$ cat src/rtl/apb_pkg.sv
// Shared encodings for the APB command arbiter.
// Transfer codes, FSM states and a one-hot helper.
package apb_pkg;

  typedef enum logic [1:0] {
    NO_TRANSFER = 2'b00,
    WRITE_XFER  = 2'b01,
    READ_XFER   = 2'b10
  } xfer_e;

  typedef enum logic [1:0] {
    ST_IDLE   = 2'b00,
    ST_ACTIVE = 2'b01,
    ST_RESP   = 2'b10
  } state_e;

  function automatic logic [1:0] oh_to_idx(
    input logic [3:0] oh
  );
    logic [1:0] idx;
    idx = '0;
    for (int i = 0; i < 4; i++) begin
      if (oh[i]) idx = 2'(i);
    end
    return idx;
  endfunction

endpackage

$ cat src/rtl/apb_rr_pick.sv
// Round-robin picker: search starts one past the last grant.
// Pure combinational, one-hot grant output.
module apb_rr_pick
  import apb_pkg::*;
#(
  parameter int NUM_REQ = 2
) (
  input  logic [NUM_REQ-1:0] req,
  input  logic [1:0]         last_grant,
  output logic [NUM_REQ-1:0] grant
);

  localparam int IW = (NUM_REQ > 2) ? 2 : 1;

  logic [IW-1:0] w_idx;
  logic          w_found;

  always_comb begin
    grant   = '0;
    w_found = 1'b0;
    w_idx   = '0;
    for (int k = 1; k <= NUM_REQ; k++) begin
      w_idx = IW'((32'(last_grant) + 32'(k))
                  % 32'(NUM_REQ));
      if (!w_found && req[w_idx]) begin
        grant[w_idx] = 1'b1;
        w_found      = 1'b1;
      end
    end
  end

endmodule

$ cat src/rtl/apb_cmd_arbiter.sv
// Shares one APB master between NUM_REQ requesters.
// One command in flight: IDLE -> ACTIVE -> RESP -> IDLE.
module apb_cmd_arbiter
  import apb_pkg::*;
#(
  parameter int NUM_REQ    = 2,
  parameter int ADDR_WIDTH = 32,
  parameter int DATA_WIDTH = 32
) (
  input  logic                          PCLK,
  input  logic                          PRESETn,
  input  logic [NUM_REQ-1:0]            req_valid,
  input  logic [NUM_REQ-1:0]            req_write,
  input  logic [NUM_REQ*ADDR_WIDTH-1:0] req_addr,
  input  logic [NUM_REQ*DATA_WIDTH-1:0] req_wdata,
  output logic [NUM_REQ-1:0]            req_ready,
  output logic [NUM_REQ-1:0]            rsp_valid,
  output logic [DATA_WIDTH-1:0]         rsp_rdata,
  output logic                          rsp_err,
  output logic [1:0]                    m_transfer,
  output logic [ADDR_WIDTH-1:0]         m_address,
  output logic [DATA_WIDTH-1:0]         m_write_data,
  input  logic                          apb_penable,
  input  logic                          apb_pready,
  input  logic                          apb_pslverr,
  input  logic                          apb_pparerr,
  input  logic [DATA_WIDTH-1:0]         apb_prdata,
  output logic                          busy,
  output logic [1:0]                    grant_id
);

  state_e                  r_state;
  state_e                  w_next;
  logic [1:0]              r_last;
  logic [1:0]              r_owner;
  logic                    r_write;
  logic [ADDR_WIDTH-1:0]   r_addr;
  logic [DATA_WIDTH-1:0]   r_wdata;
  logic [DATA_WIDTH-1:0]   r_rdata;
  logic                    r_err;

  logic [NUM_REQ-1:0]      w_grant;
  logic [1:0]              w_idx;
  logic                    w_accept;
  logic                    w_done;
  logic                    w_sel_write;
  logic [ADDR_WIDTH-1:0]   w_sel_addr;
  logic [DATA_WIDTH-1:0]   w_sel_wdata;

  apb_rr_pick #(
    .NUM_REQ(NUM_REQ)
  ) u_pick (
    .req       (req_valid),
    .last_grant(r_last),
    .grant     (w_grant)
  );

  assign w_idx = oh_to_idx(4'(w_grant));

  always_comb begin
    w_sel_write = 1'b0;
    w_sel_addr  = '0;
    w_sel_wdata = '0;
    for (int i = 0; i < NUM_REQ; i++) begin
      if (w_grant[i]) begin
        w_sel_write = req_write[i];
        w_sel_addr  = req_addr[i*ADDR_WIDTH +: ADDR_WIDTH];
        w_sel_wdata = req_wdata[i*DATA_WIDTH +: DATA_WIDTH];
      end
    end
  end

  always_comb begin
    w_next   = r_state;
    w_accept = 1'b0;
    w_done   = 1'b0;
    unique case (r_state)
      ST_IDLE: begin
        if (|req_valid) begin
          w_accept = 1'b1;
          w_next   = ST_ACTIVE;
        end
      end
      ST_ACTIVE: begin
        if (apb_penable && apb_pready) begin
          w_done = 1'b1;
          w_next = ST_RESP;
        end
      end
      ST_RESP: w_next = ST_IDLE;
      default: w_next = ST_IDLE;
    endcase
  end

  always_ff @(posedge PCLK or negedge PRESETn) begin
    if (!PRESETn) begin
      r_state <= ST_IDLE;
      r_last  <= 2'(NUM_REQ - 1);
      r_owner <= '0;
      r_write <= 1'b0;
      r_addr  <= '0;
      r_wdata <= '0;
      r_rdata <= '0;
      r_err   <= 1'b0;
    end else begin
      r_state <= w_next;
      if (w_accept) begin
        r_last  <= w_idx;
        r_owner <= w_idx;
        r_write <= w_sel_write;
        r_addr  <= w_sel_addr;
        r_wdata <= w_sel_wdata;
      end
      if (w_done) begin
        r_err   <= apb_pslverr | apb_pparerr;
        r_rdata <= r_write ? '0 : apb_prdata;
      end
    end
  end

  // Reset gating keeps the combinational accept silent while held in reset.
  assign req_ready = (w_accept && PRESETn) ? w_grant : '0;
  assign rsp_valid = (r_state == ST_RESP)
                   ? (NUM_REQ'(1'b1) << r_owner) : '0;

  assign m_transfer   = (r_state != ST_ACTIVE) ? NO_TRANSFER
                      : (r_write ? WRITE_XFER : READ_XFER);
  assign m_address    = r_addr;
  assign m_write_data = r_wdata;
  assign rsp_rdata    = r_rdata;
  assign rsp_err      = r_err;
  assign busy         = (r_state != ST_IDLE);
  assign grant_id     = r_owner;

endmodule

$ cat config.mk
export PLATFORM = sky130hd
export DESIGN_NAME = apb_cmd_arbiter
export DESIGN_NICKNAME = d
export VERILOG_FILES = /design/src/rtl/apb_pkg.sv /design/src/rtl/apb_rr_pick.sv /design/src/rtl/apb_cmd_arbiter.sv
export SDC_FILE = /design/constraint.sdc
export NUM_CORES = 1
export LEC_CHECK = 0
export CAP_MARGIN = 0
export CORE_MARGIN = 2
export CORE_UTILIZATION = 30
export DETAILED_ROUTE_END_ITERATION = 6
export DONT_BUFFER_PORTS = 1
export PLACE_DENSITY = 0.51
export REMOVE_ABC_BUFFERS = 1
export SYNTH_ARGS = -nofsm -noshare
export SYNTH_HDL_FRONTEND = slang
export SYNTH_HIERARCHICAL = 1
export SYNTH_SLANG_ARGS = --single-unit
$ cat constraint.sdc
create_clock -name PCLK -period 4.4 [get_ports PCLK]
set_clock_uncertainty 0.05 [all_clocks]
set_input_delay 0.44 -clock PCLK [delete_from_list [all_inputs] [get_ports PCLK]]
set_output_delay 0.44 -clock PCLK [all_outputs]
set_load 0.01 [all_outputs]
==> metrics.md, run 1 <==
| Metric | Value |
|---|---|
| Worst skew pair latency | `0.34 ns` |
| Hold WC Path Type | `in -> reg` |
| Fmax | `between 300 and 400 MHz` |
| Rel. slew slack | `slightly above 30%` |
| Detail Route Antenna Nets | `0` |
| Distinct cells, synth | `29` |
| WL final | `roughly 12 mm` |
| CP required | `4.64 ns` |
| Yosys warns | `6` |
| Worst Setup End Kind | `flop` |
| CP Class | `reg -> reg` |
| Vias | `a little under 3k` |
| Syn Std Cell Area | `4640 um^2` |
| Core ar. | `~15000 um^2` |
| Count of pins over their slew limit | `0` |
| Lkg Pwr | `between 2 and 2.5 nW` |
| Pwr Density | `701 nW/um^2` |
| Delay-heaviest family, CP | `simple AND/OR/NAND/NOR gates` |
| Final hold slack | `approximately 0.18 ns` |
| Pin count of the biggest net entering global routing | `approximately 100` |
| Finished Layout Cells | `roughly 570` |
| Post-CTS resize count | `0` |
| Worst vdd ir | `between 0.0002 and 0.0003 V` |
| Filler instances | `around 1.5k` |
| Clock Sinks | `approximately 100` |
| Post-route clock period utilization | `60.3%` |
| Share of cells above drive strength 1 | `a little under a quarter` |
| Setup violators final | `0` |
| DIE WIDTH | `between 100 and 150 um` |
| Number of port buffers | `0` |
| Cell count after placement | `between 500 and 600` |
| CTS Root Cell | `clkbuf_16` |
| Initial DRC Count | `97` |
| Sequential area share after synthesis | `55.1%` |
| Drt drc | `0` |
| GRT Overall Usage | `between 10% and 20%` |
| CTS Buf Count | `9` |
| Initial antenna violation count | `0` |
| Slowest-stage cell, CP | `nor2b_4` |
| Startpoint Class | `flop` |
| Die area | `16500 um^2` |
| #FFs+latches synth | `approximately 100` |
| Syn Area/Cell | `~12 um^2` |
| First-pass DRT Iterations | `4` |
| DP HPWL | `8.38 mm` |
| Buffers & Inverters on Critical Path | `2` |
| Antenna cells | `0` |
| Cell count after synthesis | `390` |
| Tmin final | `~2.7 ns` |
| Max incr delay on CP | `0.91 ns` |
| Setup_tns | `0 ns` |
| # rows | `45` |
| Deepest clock path buffer count | `2` |
| Ports | `between 200 and 300` |
| Tightest Pin Transition | `around 1.0 ns` |
| Max Cap Violations | `0` |
| Area growth from synthesis to layout | `8.01%` |
| Most frequent cells in the layout | `dfrtp_1, nand2_1, a22o_1, mux2_2, o21ai_0` |
| Total Power | `approximately 3.5 mW` |
| Most common cell after layout, fill and taps aside | `dfrtp_1` |
| WP data arrival | `slightly below 3 ns` |
| Crit-path cells | `inv_1 > a21boi_1 > nor2b_4 > buf_4 > a22o_1 > mux2_2` |
| Vias in the first global route | `roughly 3.2k` |
| Final hold vios | `0` |
| Clk slew on worst S/H paths | `around 0.070 ns` |
| GR Overflow Total | `0` |
| Outcome | `complete, no violations` |
| H-tree depth | `3` |
| Die height | `128 um` |
| Routed length per instance | `between 20 and 25 um` |
| Vias/cell | `roughly 5.2` |
| RSZ-0062 raised after global routing | `false` |
| Initial Util | `30.6%` |
| Gpl congestion | `about 0.74` |
| First-pass GRT wire length | `between 15 and 20 mm` |
| Layout Nets | `roughly 540` |
| Top fanout value on the critical path | `42` |
| CTS tree | `yes` |
[metrics by stage]
step	cell area [um^2]	setup WS [ns]	util, %
after floorplan	4430	-3.35	-
after global placement	4710	1.90	31.1
after detailed placement	4710	1.78	31.1
after CTS	5010	1.77	33.1
after global routing	5010	1.59	33.1
final	5010	1.75	33.1
[repair_timing]
action / 4_1_cts / 5_1_grt
hold buffers: 2 / 0
hold endpoints to repair: 102 / 0
buffers inserted: 0 / 0
[worst reg2reg max path, stage by stage, from the launching register on]
cell      delay (ns)
dfstp_2         0.57
inv_1           0.05
a21boi_1        0.26
nor2b_4         0.91
buf_4           0.44
a22o_1          0.19
mux2_2          0.15
[cells by family (layout without fill, tap and decap cells)]
family	after synthesis	count (layout)	synth area share (%)
flip-flops	102	102	55.1
AO/OA/AOI/OAI	101	101	16.1
AND/OR/NAND/NOR	83	83	7.74
multiplexers	67	67	16.2
buffers and inverters	36	25	4.78
other	1	1	0.0809
[final cells by class]
class,instances,area (um^2),share of cell area (%)
tap,188,235,4.70
inverter,3,11.3,0.225
timing repair buffer,6,67.6,1.35
clock inverter,5,27.5,0.550
clock buffer,11,233,4.65
sequential,102,2550,51.0
multi-input combinational,252,1880,37.5
[report_power, final]
group          total (mW)  switching, mW  internal (mW)
clock network       0.717          0.337          0.380
logic               0.929          0.454          0.475
registers            1.87          0.507           1.36
[synth_stat cells (all sizes together)]
cell type	n	share of area, %
a22o	62	12
dfstp	1	0.57
nand2b	1	0.14
mux2i	1	0.22
a21boi	2	0.32
and3	2	0.27
nand2	69	5.6
nand4b	1	0.19
dfrtp	101	55
and3b	1	0.19
a21oi	1	0.11
nor2	5	0.76
nor3b	1	0.16
clkbuf	13	1.1
clkinv	1	0.081
o21ai	35	3.8
conb	1	0.081
mux2	66	16
a22oi	1	0.16
inv	2	0.16
or2	2	0.32
buf	20	3.5
nor2b	1	0.14
[metal layers]
metal	vias to the layer above	routed length [um]	GRT usage, %
li1	1350	-	-
met1	1395	4160	14.8
met2	193	5870	24.4
met3	18	1630	7.85
met4	0	249	5.43
met5	-	0	0
[state kept, by name (all words and copies together) (netlist names)]
| name | cells |
|---|---|
| r_write | 1 |
| m_write_data | 32 |
| m_address | 32 |
| grant_id | 1 |
| rsp_err | 1 |
| rsp_rdata | 32 |
| r_last | 1 |
| r_state | 2 |
[path summary, 6_finish.rpt]
kind / start / slack [ns] / to / cells past startpoint
worst min-delay path: apb_prdata[2] / 0.18 / rsp_rdata[2] / 2
worst max-delay path: r_last[0] / 1.75 / m_write_data[19] / 6
worst max register to register: r_last[0] / 1.75 / m_write_data[19] / 6
worst min register to register: rsp_rdata[29] / 0.51 / rsp_rdata[29] / 2
max in group asynchronous: PRESETn / 3.24 / r_last[0] / 2
min in group asynchronous: PRESETn / 0.66 / m_address[14] / 2
Note: power is estimated with default switching activity, not from simulation.
==> inputs of run 2 (changes only) <==
--- a/config.mk
+++ b/config.mk
@@ -5,12 +5,13 @@
 export SDC_FILE = /design/constraint.sdc
 export NUM_CORES = 1
 export LEC_CHECK = 0
+export ABC_AREA = 1
 export CAP_MARGIN = 0
 export CORE_MARGIN = 2
 export CORE_UTILIZATION = 30
 export DETAILED_ROUTE_END_ITERATION = 6
 export DONT_BUFFER_PORTS = 1
-export PLACE_DENSITY = 0.51
+export PLACE_DENSITY = 0.52
 export REMOVE_ABC_BUFFERS = 1
 export SYNTH_ARGS = -nofsm -noshare
 export SYNTH_HDL_FRONTEND = slang
==> constraint.sdc (replaced) <==
create_clock -name PCLK -period 2.4 [get_ports PCLK]
set_clock_uncertainty 0.05 [all_clocks]
set_input_delay 0.24 -clock PCLK [delete_from_list [all_inputs] [get_ports PCLK]]
set_output_delay 0.24 -clock PCLK [all_outputs]
set_load 0.01 [all_outputs]
==> run 2 against run 1 <==
  * The run now ends with hold timing left
  * Worst setup slack got worse by 1.3 ns
  * Global-route usage increased by 1.3 points
  * Critical path depth decreased by 2
  * Utilization increased by 0.30 points
  * First-iteration DRC count increased by 55%
  * Clock power increased by 97%
  * Final area increased by 11%
  * Count of clock-buffer cells in the layout decreased by 1
  * Register-to-register slack got worse by 1.0 ns
  * Critical path type is now reg -> out
  * Highest routed layer unchanged
==> metrics.md, run 2 <==
| Metric | Value |
|---|---|
| WL final | `14.6 mm (was 11.9 mm)` |
| Most frequent cells in the layout | `nand2_1, dfrtp_1, nand3_1, inv_1, nor2_1 (was dfrtp_1, nand2_1, a22o_1, mux2_2, o21ai_0)` |
| CP Class | `reg -> out (was reg -> reg)` |
| Cell count after placement | `924 (was 549)` |
| CTS tree | `yes (unchanged)` |
| Final hold vios | `102 (was 0)` |
| Vias in the first global route | `4111 (was 3195)` |
| Finished Layout Cells | `940 (was 567)` |
| Pin count of the biggest net entering global routing | `105 (was 103)` |
| Core ar. | `16700 um^2 (was 15100 um^2)` |
| Post-synth top area share | `49.1% (was 54.5%)` |
| Failing checks | `hold timing` |
| Number of port buffers | `0 (unchanged)` |
| Sequential area share after synthesis | `49.6% (was 55.1%)` |
| Initial antenna violation count | `0 (unchanged)` |
| Setup violators final | `0 (unchanged)` |
| Antenna cells | `0 (unchanged)` |
| CTS Buf Count | `9 (unchanged)` |
| Met1 usage | `18.1% (was 14.8%)` |
| Reg area | `2550 um^2 (unchanged)` |
| H-tree depth | `3 (unchanged)` |
| Vias | `4327 (was 2956)` |
| Syn Std Cell Area | `5150 um^2 (was 4640 um^2)` |
| Initial DRC Count | `150 (was 97)` |
| Die height | `135 um (was 128 um)` |
| Clk slew on worst S/H paths | `0.07 ns (about the same)` |
| Syn Area/Cell | `6.98 um^2 (was 11.9 um^2)` |
| Met2 Use GR | `24.8% (was 24.4%)` |
| Most common cell after layout, fill and taps aside | `nand2_1 (was dfrtp_1)` |
| Post-synth ARST share | `100% (unchanged)` |
| Gpl congestion | `0.748 (was 0.744)` |
| Pwr Density | `1240 nW/um^2 (was 701 nW/um^2)` |
| Deepest clock path buffer count | `2 (unchanged)` |
| Setup bufs post-CTS | `0 (unchanged)` |
| Area leader, netlist | `dfrtp_1 (unchanged)` |
| Final hold slack | `-0.467 ns (was 0.177 ns)` |
| Initial Util | `30.8% (was 30.6%)` |
| Rel. slew slack | `59.5% (was 30.3%)` |
| Tightest Pin Transition | `0.607 ns (was 1.04 ns)` |
| Distinct cells, synth | `21 (was 29)` |
| Share of cells above drive strength 1 | `5.42% (was 23.0%)` |
| Worst vdd ir | `0.000443 V (was 0.000256 V)` |
| # rows | `47 (was 45)` |
| Top-count cell post-synth | `nand2_1 (was dfrtp_1)` |
| Startpoint Class | `flop (unchanged)` |
| RSZ-0062 raised after global routing | `false (unchanged)` |
| Worst Setup SP | `r_last[0] (unchanged)` |
| Worst skew pair latency | `0.34 ns (about the same)` |
| First-pass GRT wire length | `22.0 mm (was 17.7 mm)` |
| Area growth from synthesis to layout | `8.29% (was 8.01%)` |
| First-pass DRT Iterations | `4 (unchanged)` |
| Vias/cell | `4.60 (was 5.21)` |
| Total Power | `6.90 mW (was 3.51 mW)` |
| GRT Overall Usage | `15.6% (was 14.3%)` |
| Post-CTS resize count | `0 (unchanged)` |
| CP required | `2.11 ns (was 4.64 ns)` |
| Post-DP Area | `5290 um^2 (was 4710 um^2)` |
| Yosys warns | `6 (unchanged)` |
| Gr busiest metal | `met2 (unchanged)` |
| Drt drc | `0 (unchanged)` |
| Layout Nets | `885 (was 544)` |
| DIE WIDTH | `135 um (was 128 um)` |
| Clock Sinks | `102 (unchanged)` |
| Outcome | `finished with violations (was complete, no violations)` |
| Ports | `276 (unchanged)` |
| WP data arrival | `1.67 ns (was 2.89 ns)` |
| Die area | `18200 um^2 (was 16500 um^2)` |
| Filler instances | `1819 (was 1506)` |
| Hold WC Path Type | `in -> async (was in -> reg)` |
| Tmin final | `about 2 ns` |
| Met3 Usage GRT | `7.43% (was 7.85%)` |
| Lkg Pwr | `3.23 nW (was 2.30 nW)` |
| Synth top area cells | `dfrtp_1, nand2_1, nand3_1 (was dfrtp_1, mux2_2, a22o_1)` |
| R2R Path Start | `r_last[0] (unchanged)` |
| Synth top cells by count | `nand2_1, dfrtp_1, nand3_1 (was dfrtp_1, nand2_1, a22o_1, mux2_2, o21ai_0)` |
| Fmax | `511 MHz` |
| Count of pins over their slew limit | `0 (unchanged)` |
| Post-route clock period utilization | `slightly above 80%` |
| Number of enable flip-flop cells after synthesis | `0 (unchanged)` |
| Detail Route Antenna Nets | `0 (unchanged)` |
| Top fanout value on the critical path | `35 (was 42)` |
| Post-layout instance area | `5570 um^2 (was 5010 um^2)` |
| CTS Root Cell | `clkbuf_16 (unchanged)` |
| Worst Setup End Kind | `output pin (was flop)` |
| Area of the multi-input gates | `2190 um^2 (was 1880 um^2)` |
| GR Overflow Total | `0 (unchanged)` |
| Max Cap Violations | `0 (unchanged)` |
| Synth Flop Type | `dfrtp_1 (unchanged)` |
| Cell count after synthesis | `737 (was 390)` |
| DP HPWL | `10.3 mm (was 8.38 mm)` |
| #FFs+latches synth | `102 (unchanged)` |
| Routed length per instance | `15.5 um (was 21.0 um)` |
run 2: where the power goes:
part	total (mW)	switching (mW)	internal [mW]
registers	3.62	1.08	2.54
logic	1.87	1.23	0.642
clock network	1.41	0.671	0.740
total	6.90	2.98	3.92
run 2: metrics by stage:
step           utilization [%]  setup WS, ns  TNS [ns]
2_1_floorplan                -         -2.53   -167.30
3_3_place_gp              31.7         0.753         0
3_5_place_dp              31.7         0.731         0
4_1_cts                   33.4         0.391         0
5_1_grt                   33.4         0.311         0
6_report                  33.4         0.443         0
run 2: cell families (layout without fill, tap and decap cells):
group	Yosys count	after routing	share of synthesized area, %
AO/OA/AOI/OAI	1	1	0.0972
buffers and inverters	85	68	8.15
flip-flops	102	102	49.6
other	1	1	0.0729
AND/OR/NAND/NOR	548	548	42.1
run 2: final cells by class:
class / instances / share of cell area, %
sequential: 102 / 45.8
clock inverter: 6 / 0.786
timing repair buffer: 13 / 2.20
inverter: 39 / 2.63
clock buffer: 10 / 4.29
tap: 220 / 4.94
multi-input combinational: 550 / 39.3
run 2: path summary, 6_finish.rpt:
check	end	slack, ns	cells past startpoint
worst max-delay path	req_ready[1]	0.44	4
worst min-delay path	m_write_data[11]	-0.47	0
worst max register to register	m_address[6]	0.75	7
worst min register to register	r_last[0]	0.48	2
max in group asynchronous	r_last[0]	2.54	0
min in group PCLK	rsp_rdata[28]	0.03	4
run 2: per-layer routing:
metal / part of all wire, % / wire length [um]
met5: 0 / 0
met4: 2.1 / 304
met3: 13 / 1930
met2: 45 / 6650
met1: 39 / 5730
run 2: worst max-delay path, stage by stage (launching register included):
cell	delay, ns
dfstp_2	0.39
a21oi_4	0.16
buf_4	0.37
nand3_1	0.19
nor2_1	0.21
==> inputs of run 3 (changes only) <==
==> constraint.sdc (replaced) <==
create_clock -name PCLK -period 1.78 [get_ports PCLK]
set_clock_uncertainty 0.05 [all_clocks]
set_input_delay 0.178 -clock PCLK [delete_from_list [all_inputs] [get_ports PCLK]]
set_output_delay 0.178 -clock PCLK [all_outputs]
set_load 0.01 [all_outputs]
==> run 3 against run 2 <==
  * The flow still finishes with violations (hold timing)
  * Count of clock-buffer cells in the layout did not move
  * Critical path depth did not move
  * Cell count rose by 14%
  * Hold slack got worse by 0.062 ns
  * Flip-flop and latch count did not move
  * Critical endpoint unchanged
  * Routed wire length rose by 14%
  * Register-to-register slack got worse by 0.53 ns
  * Final area rose by 26%
==> metrics.md, run 3 (same netlist as run 2, synthesis figures left out) <==
| Metric | Value |
|---|---|
| Fmax | `601 MHz` |
| Number of port buffers | `0 (unchanged)` |
| Most common cell after layout, fill and taps aside | `nand2_1 (unchanged)` |
| GR Overflow Total | `0 (unchanged)` |
| DIE WIDTH | `135 um (unchanged)` |
| Clk slew on worst S/H paths | `0.07 ns (about the same)` |
| Startpoint Class | `flop (unchanged)` |
| Vias | `5019 (was 4327)` |
| Antenna cells | `0 (unchanged)` |
| Cell count after placement | `925 (was 924)` |
| First-pass DRT Iterations | `5 (was 4)` |
| Hold WC Path Type | `in -> async (unchanged)` |
| Final hold vios | `102 (unchanged)` |
| First-pass GRT wire length | `25.0 mm (was 22.0 mm)` |
| Switching Share | `42.0% (was 43.2%)` |
| Final hold slack | `-0.529 ns (was -0.467 ns)` |
| Comb pwr share | `31.2% (was 27.1%)` |
| Core ar. | `16700 um^2 (unchanged)` |
| Setup_tns | `0 ns (unchanged)` |
| Most frequent cells in the layout | `nand2_1, dlygate4sd3_1, dfrtp_1, nand3_1, inv_1 (was nand2_1, dfrtp_1, nand3_1, inv_1, nor2_1)` |
| Deepest clock path buffer count | `2 (unchanged)` |
| Initial DRC Count | `135 (was 150)` |
| Worst r2r path cells | `8 (was 7)` |
| Pin count of the biggest net entering global routing | `105 (unchanged)` |
| GRT Overall Usage | `17.5% (was 15.6%)` |
| R2R Path End | `m_address[7] (was m_address[6])` |
| WP data arrival | `1.44 ns (was 1.67 ns)` |
| Initial Util | `30.8% (unchanged)` |
| Routed length per instance | `15.6 um (was 15.5 um)` |
| Clock Sinks | `102 (unchanged)` |
| Count of pins over their slew limit | `0 (unchanged)` |
| Vias/cell | `4.69 (was 4.60)` |
| Worst Setup SP | `r_last[0] (unchanged)` |
| Vias in the first global route | `4931 (was 4111)` |
| RSZ-0062 raised after global routing | `false (unchanged)` |
| Initial antenna violation count | `0 (unchanged)` |
| Pwr Density | `1420 nW/um^2 (was 1240 nW/um^2)` |
| Post-DP Area | `5370 um^2 (was 5290 um^2)` |
| Die height | `135 um (unchanged)` |
| CTS tree | `yes (unchanged)` |
| Setup violators final | `0 (unchanged)` |
| Die area | `18200 um^2 (unchanged)` |
| CTS Root Cell | `clkbuf_16 (unchanged)` |
| Worst skew pair latency | `0.34 ns (about the same)` |
| R2R Path Start | `r_last[0] (unchanged)` |
| Detail Route Antenna Nets | `0 (unchanged)` |
| H-tree depth | `3 (unchanged)` |
| CTS Buf Count | `9 (unchanged)` |
| CP required | `1.55 ns (was 2.11 ns)` |
| WL final | `16.7 mm (was 14.6 mm)` |
| Failing checks | `hold timing (unchanged)` |
| Post-route clock period utilization | `between 90% and 100%` |
| Ports | `276 (unchanged)` |
| Tmin final | `roughly 1.7 ns` |
| Share of cells above drive strength 1 | `5.65% (was 5.42%)` |
| Post-CTS Hold Buffers | `between 100 and 150` |
| Net Sw Power | `4.21 mW (was 2.98 mW)` |
| # rows | `47 (unchanged)` |
| Layout Nets | `1015 (was 885)` |
| Gpl congestion | `0.758 (was 0.748)` |
| CP Class | `reg -> out (unchanged)` |
| R2R Setup Slk | `0.22 ns (was 0.75 ns)` |
| Max Cap Violations | `0 (unchanged)` |
| Outcome | `finished with violations (unchanged)` |
| Worst vdd ir | `0.000569 V (was 0.000443 V)` |
| P_int | `5.81 mW (was 3.92 mW)` |
| Post-layout instance area | `7040 um^2 (was 5570 um^2)` |
| Drt drc | `0 (unchanged)` |
| DP HPWL | `10.2 mm (was 10.3 mm)` |
| Clock power frac | `20.4% (about the same)` |
| Worst Setup End Kind | `output pin (unchanged)` |
| Lkg Pwr | `3.85 nW (was 3.23 nW)` |
| Finished Layout Cells | `1070 (was 940)` |
| Top fanout value on the critical path | `21 (was 35)` |
| Flop pwr share | `48.4% (was 52.4%)` |
| Area growth from synthesis to layout | `36.8% (was 8.29%)` |
run 3: worst max path at each step:
stage	end	slack, ns	cells after the start
after CTS	req_ready[1]	0.03	4
after global routing	req_ready[0]	0.01	6
after detailed placement	req_ready[0]	0.30	6
after floorplan	m_address[0]	-3.15	6
after global placement	req_ready[0]	0.31	6
final	req_ready[1]	0.12	4
run 3: through the flow:
stage / util, % / worst slack [ns] / total power, mW
2_1_floorplan: - / -3.15 / 6.45
3_3_place_gp: 32.2 / 0.314 / 7.60
3_5_place_dp: 32.2 / 0.304 / 7.64
4_1_cts: 41.9 / 0.0290 / 10.1
5_1_grt: 42.1 / 0.0133 / 10.8
6_report: 42.1 / 0.116 / 10.0
run 3: cell type report:
cell class	count	area, um^2
Fill cell	1647	9660
Sequential cell	102	2550
Multi-Input combinational cell	550	2210
Timing Repair Buffer	143	1550
Tap cell	220	275
Clock buffer	10	239
Inverter	39	146
Clock inverter	6	68.8
run 3: layer usage:
metal | GRT usage (%) | routed length, um
met5 | 0 | 0
met4 | 8.22 | 486
met3 | 6.04 | 1780
met2 | 29.3 | 7840
met1 | 20.2 | 6620
run 3: power groups by stage:
stage | Clock [mW] | Sequential [mW] | Combinational (mW)
after floorplan | 0 | 4.59 | 1.86
after CTS | 2.13 | 4.85 | 3.10
after global placement | 0 | 4.89 | 2.71
final | 2.04 | 4.85 | 3.13
after global routing | 2.21 | 5.00 | 3.62
after detailed placement | 0 | 4.86 | 2.78
run 3: worst max-delay path, cell delays in order, from the launching register on:
cell	delay, ns
dfstp_2	0.39
a21oi_4	0.20
buf_12	0.20
nand3_1	0.14
nor2_2	0.16
run 3: what timing repair did:
action,CTS,global route
pin swaps,1,3
endpoints found under the hold margin,189,102
gates cloned,2,1
buffers inserted,1,2
setup endpoints to repair,2,2
gates resized for setup,2,2
